$ cat config.mk
export PLATFORM = sky130hd
export DESIGN_NAME = key_debounce
export DESIGN_NICKNAME = d
export VERILOG_FILES = /design/src/rtl/key_debounce.sv
export SDC_FILE = /design/constraint.sdc
export NUM_CORES = 1
export LEC_CHECK = 0
export ABC_AREA = 1
export BUFFER_PORTS_ARGS = -buffer_cell sky130_fd_sc_hd__buf_4
export CORE_ASPECT_RATIO = 0.5
export CORE_UTILIZATION = 45
export CTS_CLUSTER_SIZE = 25
export DETAILED_ROUTE_END_ITERATION = 10
export GPL_TIMING_DRIVEN = 1
export HOLD_SLACK_MARGIN = 0.15
export PLACE_DENSITY_LB_ADDON = 0.08
export SLEW_MARGIN = 15
export SYNTH_ARGS = -nofsm -noshare
export SYNTH_HDL_FRONTEND = slang
export SYNTH_SLANG_ARGS = --single-unit
export TNS_END_PERCENT = 1
$ cat constraint.sdc
create_clock -name clk -period 2 [get_ports clk]
set_input_delay 0.1 -clock clk [delete_from_list [all_inputs] [get_ports clk]]
set_output_delay 0.1 -clock clk [all_outputs]
set_load 0.005 [all_outputs]
$ cat src/rtl/key_debounce.sv
// Four-key push-button debouncer: per-key 2-flop synchronizer and a filter FSM
// producing a debounced level plus press, release and long-press pulses.
module key_debounce #(
  parameter logic [19:0] DEB_CNT  = 20'd999_999,
  parameter logic [25:0] LONG_CNT = 26'd49_999_999
) (
  input  logic       clk,
  input  logic       rst_n,
  input  logic [3:0] key_n,
  output logic [3:0] key_state,
  output logic [3:0] key_press,
  output logic [3:0] key_release,
  output logic [3:0] key_long
);

  typedef enum logic [1:0] {
    IDLE       = 2'd0,
    PRESS_FILT = 2'd1,
    DOWN       = 2'd2,
    REL_FILT   = 2'd3
  } state_t;

  logic [3:0] sync1_q;
  logic [3:0] sync2_q;

  // Synchronizer idles at 1 (released) so reset never looks like a press.
  always_ff @(posedge clk or negedge rst_n) begin
    if (!rst_n) begin
      sync1_q <= 4'hF;
      sync2_q <= 4'hF;
    end else begin
      sync1_q <= key_n;
      sync2_q <= sync1_q;
    end
  end

  for (genvar k = 0; k < 4; k++) begin : g_key
    state_t      state_q, state_d;
    logic [19:0] dcnt_q, dcnt_d;
    logic [25:0] hcnt_q, hcnt_d;
    logic        long_done_q, long_done_d;
    logic        press_q, press_d;
    logic        rel_q, rel_d;
    logic        long_q, long_d;
    logic        held_q, held_d;
    logic        s2;

    assign s2 = sync2_q[k];

    always_ff @(posedge clk or negedge rst_n) begin
      if (!rst_n) begin
        state_q     <= IDLE;
        dcnt_q      <= '0;
        hcnt_q      <= '0;
        long_done_q <= 1'b0;
        press_q     <= 1'b0;
        rel_q       <= 1'b0;
        long_q      <= 1'b0;
        held_q      <= 1'b0;
      end else begin
        state_q     <= state_d;
        dcnt_q      <= dcnt_d;
        hcnt_q      <= hcnt_d;
        long_done_q <= long_done_d;
        press_q     <= press_d;
        rel_q       <= rel_d;
        long_q      <= long_d;
        held_q      <= held_d;
      end
    end

    always_comb begin
      state_d     = state_q;
      dcnt_d      = dcnt_q;
      hcnt_d      = hcnt_q;
      long_done_d = long_done_q;
      press_d     = 1'b0;
      rel_d       = 1'b0;
      long_d      = 1'b0;

      // The hold counter runs through release filtering so a bounce does not
      // reset long-press timing.
      if ((state_q == DOWN || state_q == REL_FILT) && hcnt_q != LONG_CNT) begin
        hcnt_d = hcnt_q + 26'd1;
      end

      case (state_q)
        IDLE: begin
          if (!s2) begin
            state_d = PRESS_FILT;
            dcnt_d  = '0;
          end
        end
        PRESS_FILT: begin
          if (s2) begin
            state_d = IDLE;
            dcnt_d  = '0;
          end else if (dcnt_q != DEB_CNT) begin
            dcnt_d = dcnt_q + 20'd1;
          end else begin
            state_d     = DOWN;
            press_d     = 1'b1;
            hcnt_d      = '0;
            long_done_d = 1'b0;
          end
        end
        DOWN: begin
          if (s2) begin
            state_d = REL_FILT;
            dcnt_d  = '0;
          end
        end
        REL_FILT: begin
          if (!s2) begin
            state_d = DOWN;
          end else if (dcnt_q == DEB_CNT) begin
            state_d = IDLE;
            rel_d   = 1'b1;
          end else begin
            dcnt_d = dcnt_q + 20'd1;
          end
        end
        default: state_d = IDLE;
      endcase

      held_d = (state_d == DOWN) || (state_d == REL_FILT);

      // Long pulse fires once per press, when the saturated hold count is first seen.
      if (held_d && state_q != PRESS_FILT && hcnt_q == LONG_CNT && !long_done_q) begin
        long_d      = 1'b1;
        long_done_d = 1'b1;
      end
    end

    assign key_state[k]   = held_q;
    assign key_press[k]   = press_q;
    assign key_release[k] = rel_q;
    assign key_long[k]    = long_q;
  end

endmodule
==> run metrics <==
number of nets with antenna violations after routing 0; Syn-to-layout area delta 15.3%; detail-routed net length per standard cell 14.1 um; hold violation count in the final report 0; Synth Cell Area 14500 um^2; Synth async-reset ratio 100%; vias in the first global route 13000; share of power burned in combinational logic 3.9%; number of post-CTS setup repair buffers 0; pin count of the biggest net entering global routing 55; highest attainable clock frequency 0.536 GHz; Post-Route Setup TNS 0 ns; row cnt 46; Primary FF master, synth sky130_fd_sc_hd__dfrtp_1; highest fanout seen on the critical path 12; minimum hold slack 0.181 ns; first element of the critical path g_key[1].hcnt_q[0]$_DFF_PN0_; number of clock buffers inserted by TritonCTS 23; maximum root-to-sink buffer count 3; number of violations reported at the end of detailed-routing iteration 0 1012; routed vias 14000; register area share after synthesis 37.7%; library cell contributing the largest single delay on the critical path sky130_fd_sc_hd__dfrtp_2; Switching Fraction a little under a quarter; class of the worst hold path input port to asynchronous set/reset pin; status complete, no violations; fraction of power consumed by the clock network 50.0%; Post-Place Cells 2699; number of antenna violations at the first check in global routing 0; CTS root buffer sky130_fd_sc_hd__clkbuf_16; die extent in y 129 um; Final Net Count 2312; antenna cells 0; number of nets produced by synthesis between 2000 and 2500; flop and latch count out of synthesis 218; remaining global-route overflow 0; Worst R2R Start g_key[1].hcnt_q[0]$_DFF_PN0_; synthesized instance count 2206; clock tree sinks 218; starting utilization of the core area a little under half; Power Dens Cells between 500 and 600 nW/um^2; max-capacitance violation count 0; total detailed-routing wirelength 38600 um; DR vias/cell 5.08; clock insertion delay at the later pin of the skew report 0.54 ns; post-layout power 0.00972 W; wire length of the first global-routing pass 65600 um; required time of the worst setup path about 2.4 ns; CTS tree yes; Worst Path Buf+Inv 2; Final Max Tran Viols 0; smallest setup slack after layout 0.133 ns; overall routing resource usage around a quarter; internal power summed over all cells 0.00748 W; Unique masters post-synth 46; Period Utilization, post-route just over 90%; share of total power in sequential cells 46.1%; Worst Setup Slack post-DPL -0.0830 ns; data arrival at the endpoint of the critical path 2.30 ns; total leakage power around 7.7 nW; slew at the pin with the worst max-slew slack 0.513 ns; final clock skew 0.0143 ns; worst rel slew slack 65.7%; Worst Setup Path Type flop to flop; chip width 256 um; # setup viols final 0; clock slew at reported path FFs roughly 0.07 ns; H-tree level count 1; endpoint kind of the worst setup timing path flop; sw power about 0.0022 W; critical path's largest stage delay 0.40 ns; final standard cell count with taps included and fillers excluded 2746; synthesized area per cell 6.57 um^2; RSZ-0062 raised after global routing true; sum of net half-perimeters after detailed placement 28200 um; count of boundary I/O pins 22; cells along the critical path ha_1 > inv_1 > nor2_2 > nand2_1 > nor2_1 > nand3_2 > nand2_2 > inv_2 > nand2_1 > xor2_1 > nor2_1; GP Congestion approximately 0.94; Final min period 1.87 ns; count of input and output buffers 21; largest delay contributor family on the critical path simple AND/OR/NAND/NOR gates; number of warnings printed during yosys synthesis 0; count of flip-flops with a built-in enable after synthesis 0; DRT Pass-1 Iters 7; floorplan die area approximately 33000 um^2; area inside the core boundary roughly 32000 um^2; share of post-route cells with drive strength above 1 ~10%; total DRC errors in the routed layout 0; launching element type of the critical path flop; largest voltage drop on the vdd net approximately 0.00057 V
## stage by stage
stage               utilization, %  area, um^2
floorplan                        -       14500
global placement              49.5       15700
detailed placement            49.5       15700
CTS                           52.4       16600
global route                  52.8       16700
finish                        52.8       16700
## path summary, 6_finish.rpt
path,to,slack (ns),depth (start not counted)
hold reg to reg,sync2_q[2]$_DFF_PN1_,0.36,0
setup reg to reg,g_key[1].hcnt_q[13]$_DFF_PN0_,0.13,11
setup / recovery,g_key[1].hcnt_q[13]$_DFF_PN0_,0.13,11
max in group asynchronous,sync1_q[1]$_DFF_PN1_,1.44,3
min in group clk,sync1_q[3]$_DFF_PN1_,0.22,2
hold / removal,sync2_q[2]$_DFF_PN1_,0.18,2
## cells in the mapped netlist, types with 5 or more instances
library cell                number  area [um^2]
sky130_fd_sc_hd__a211oi_1       33          248
sky130_fd_sc_hd__a21oi_1        44          220
sky130_fd_sc_hd__and3_1          5         31.3
sky130_fd_sc_hd__buf_2          21          105
sky130_fd_sc_hd__buf_4          18          135
sky130_fd_sc_hd__buf_6           7         78.8
sky130_fd_sc_hd__clkbuf_1       20         75.1
sky130_fd_sc_hd__dfrtp_1       210         5260
sky130_fd_sc_hd__dfstp_2         8          210
sky130_fd_sc_hd__ha_1            8          100
sky130_fd_sc_hd__inv_1         248          931
sky130_fd_sc_hd__inv_2           5         18.8
sky130_fd_sc_hd__nand2_1       662         2480
sky130_fd_sc_hd__nand2_2         9         56.3
sky130_fd_sc_hd__nand3_1       197          986
sky130_fd_sc_hd__nand4_1        65          407
sky130_fd_sc_hd__nor2_1        396         1490
sky130_fd_sc_hd__nor2_2          8         50.1
sky130_fd_sc_hd__nor3_1         39          195
sky130_fd_sc_hd__nor3b_1         5         37.5
sky130_fd_sc_hd__nor4_1          5         31.3
sky130_fd_sc_hd__o2111a_1        5         56.3
sky130_fd_sc_hd__o2111ai_1       5         43.8
sky130_fd_sc_hd__o21ai_0        67          335
sky130_fd_sc_hd__o21ai_1        17         85.1
sky130_fd_sc_hd__o21bai_1       11         82.6
sky130_fd_sc_hd__o311ai_0        5         43.8
sky130_fd_sc_hd__xnor2_1         9         78.8
sky130_fd_sc_hd__xor2_1         36          315
## power by group through the flow
stage          sequential, W  clock, W  combinational [W]
6_report             0.00448   0.00486           0.000378
5_1_grt              0.00448   0.00514           0.000433
4_1_cts              0.00448   0.00498           0.000375
3_5_place_dp         0.00456         0           0.000357
3_3_place_gp         0.00456         0           0.000355
2_1_floorplan        0.00454         0           0.000184
## layout make-up
class | count | area [um^2]
clock inverters | 11 | 184
well taps | 432 | 541
clock buffers | 30 | 652
inverters | 257 | 977
flip-flops and latches | 218 | 5470
repair buffers | 136 | 1120
fillers | 3216 | 15000
multi-input cells | 1662 | 7760
## flip-flops by register name, summed over array words and instances (netlist names)
register           cells
g_key.held_q           4
sync1_q                4
g_key.long_done_q      4
g_key.hcnt_q         104
g_key.press_q          4
sync2_q                4
g_key.long_q           4
g_key.state_q          6
g_key.rel_q            4
g_key.dcnt_q          80
## layer usage
metal | vias to the layer above | part of all wire, % | global-route usage, %
li1 | 7236 | - | -
met1 | 6376 | 49 | 33.5
met2 | 291 | 45 | 39.6
met3 | 49 | 4.9 | 3.96
met4 | 0 | 1.5 | 4.65
met5 | - | 0 | 0
## cells in the final DEF (no fill, tap or decap), types with 6 or more instances in the layout
cell type,instances
sky130_fd_sc_hd__nand2_1,657
sky130_fd_sc_hd__nor2_1,390
sky130_fd_sc_hd__inv_1,248
sky130_fd_sc_hd__dfrtp_1,208
sky130_fd_sc_hd__nand3_1,194
sky130_fd_sc_hd__buf_4,124
sky130_fd_sc_hd__nand4_1,65
sky130_fd_sc_hd__o21ai_0,64
sky130_fd_sc_hd__a21oi_1,44
sky130_fd_sc_hd__nor3_1,38
sky130_fd_sc_hd__xor2_1,36
sky130_fd_sc_hd__a211oi_1,33
sky130_fd_sc_hd__clkbuf_16,23
sky130_fd_sc_hd__o21ai_1,20
sky130_fd_sc_hd__nor2_2,12
sky130_fd_sc_hd__nand2_2,12
sky130_fd_sc_hd__o21bai_1,11
sky130_fd_sc_hd__xnor2_1,9
sky130_fd_sc_hd__dfstp_2,8
sky130_fd_sc_hd__nand3_2,6
## what timing repair did
action                                  CTS  global route
endpoints found under the setup margin    4            88
hold buffers                              6             0
endpoints found under the hold margin   218             0
pin swaps                                 0             2
resized for setup                         1            33
## cells by family (layout without fill, tap and decap cells)
kind of cell | after synthesis | in the layout | synth area share (%)
simple gates | 1409 | 1409 | 40.9
compound gates | 200 | 200 | 8.46
xor+xnor | 45 | 45 | 2.72
flops | 218 | 218 | 37.7
buf+inv | 326 | 434 | 9.47
fa+ha+maj | 8 | 8 | 0.691
Power figures use the tool's default switching activity.
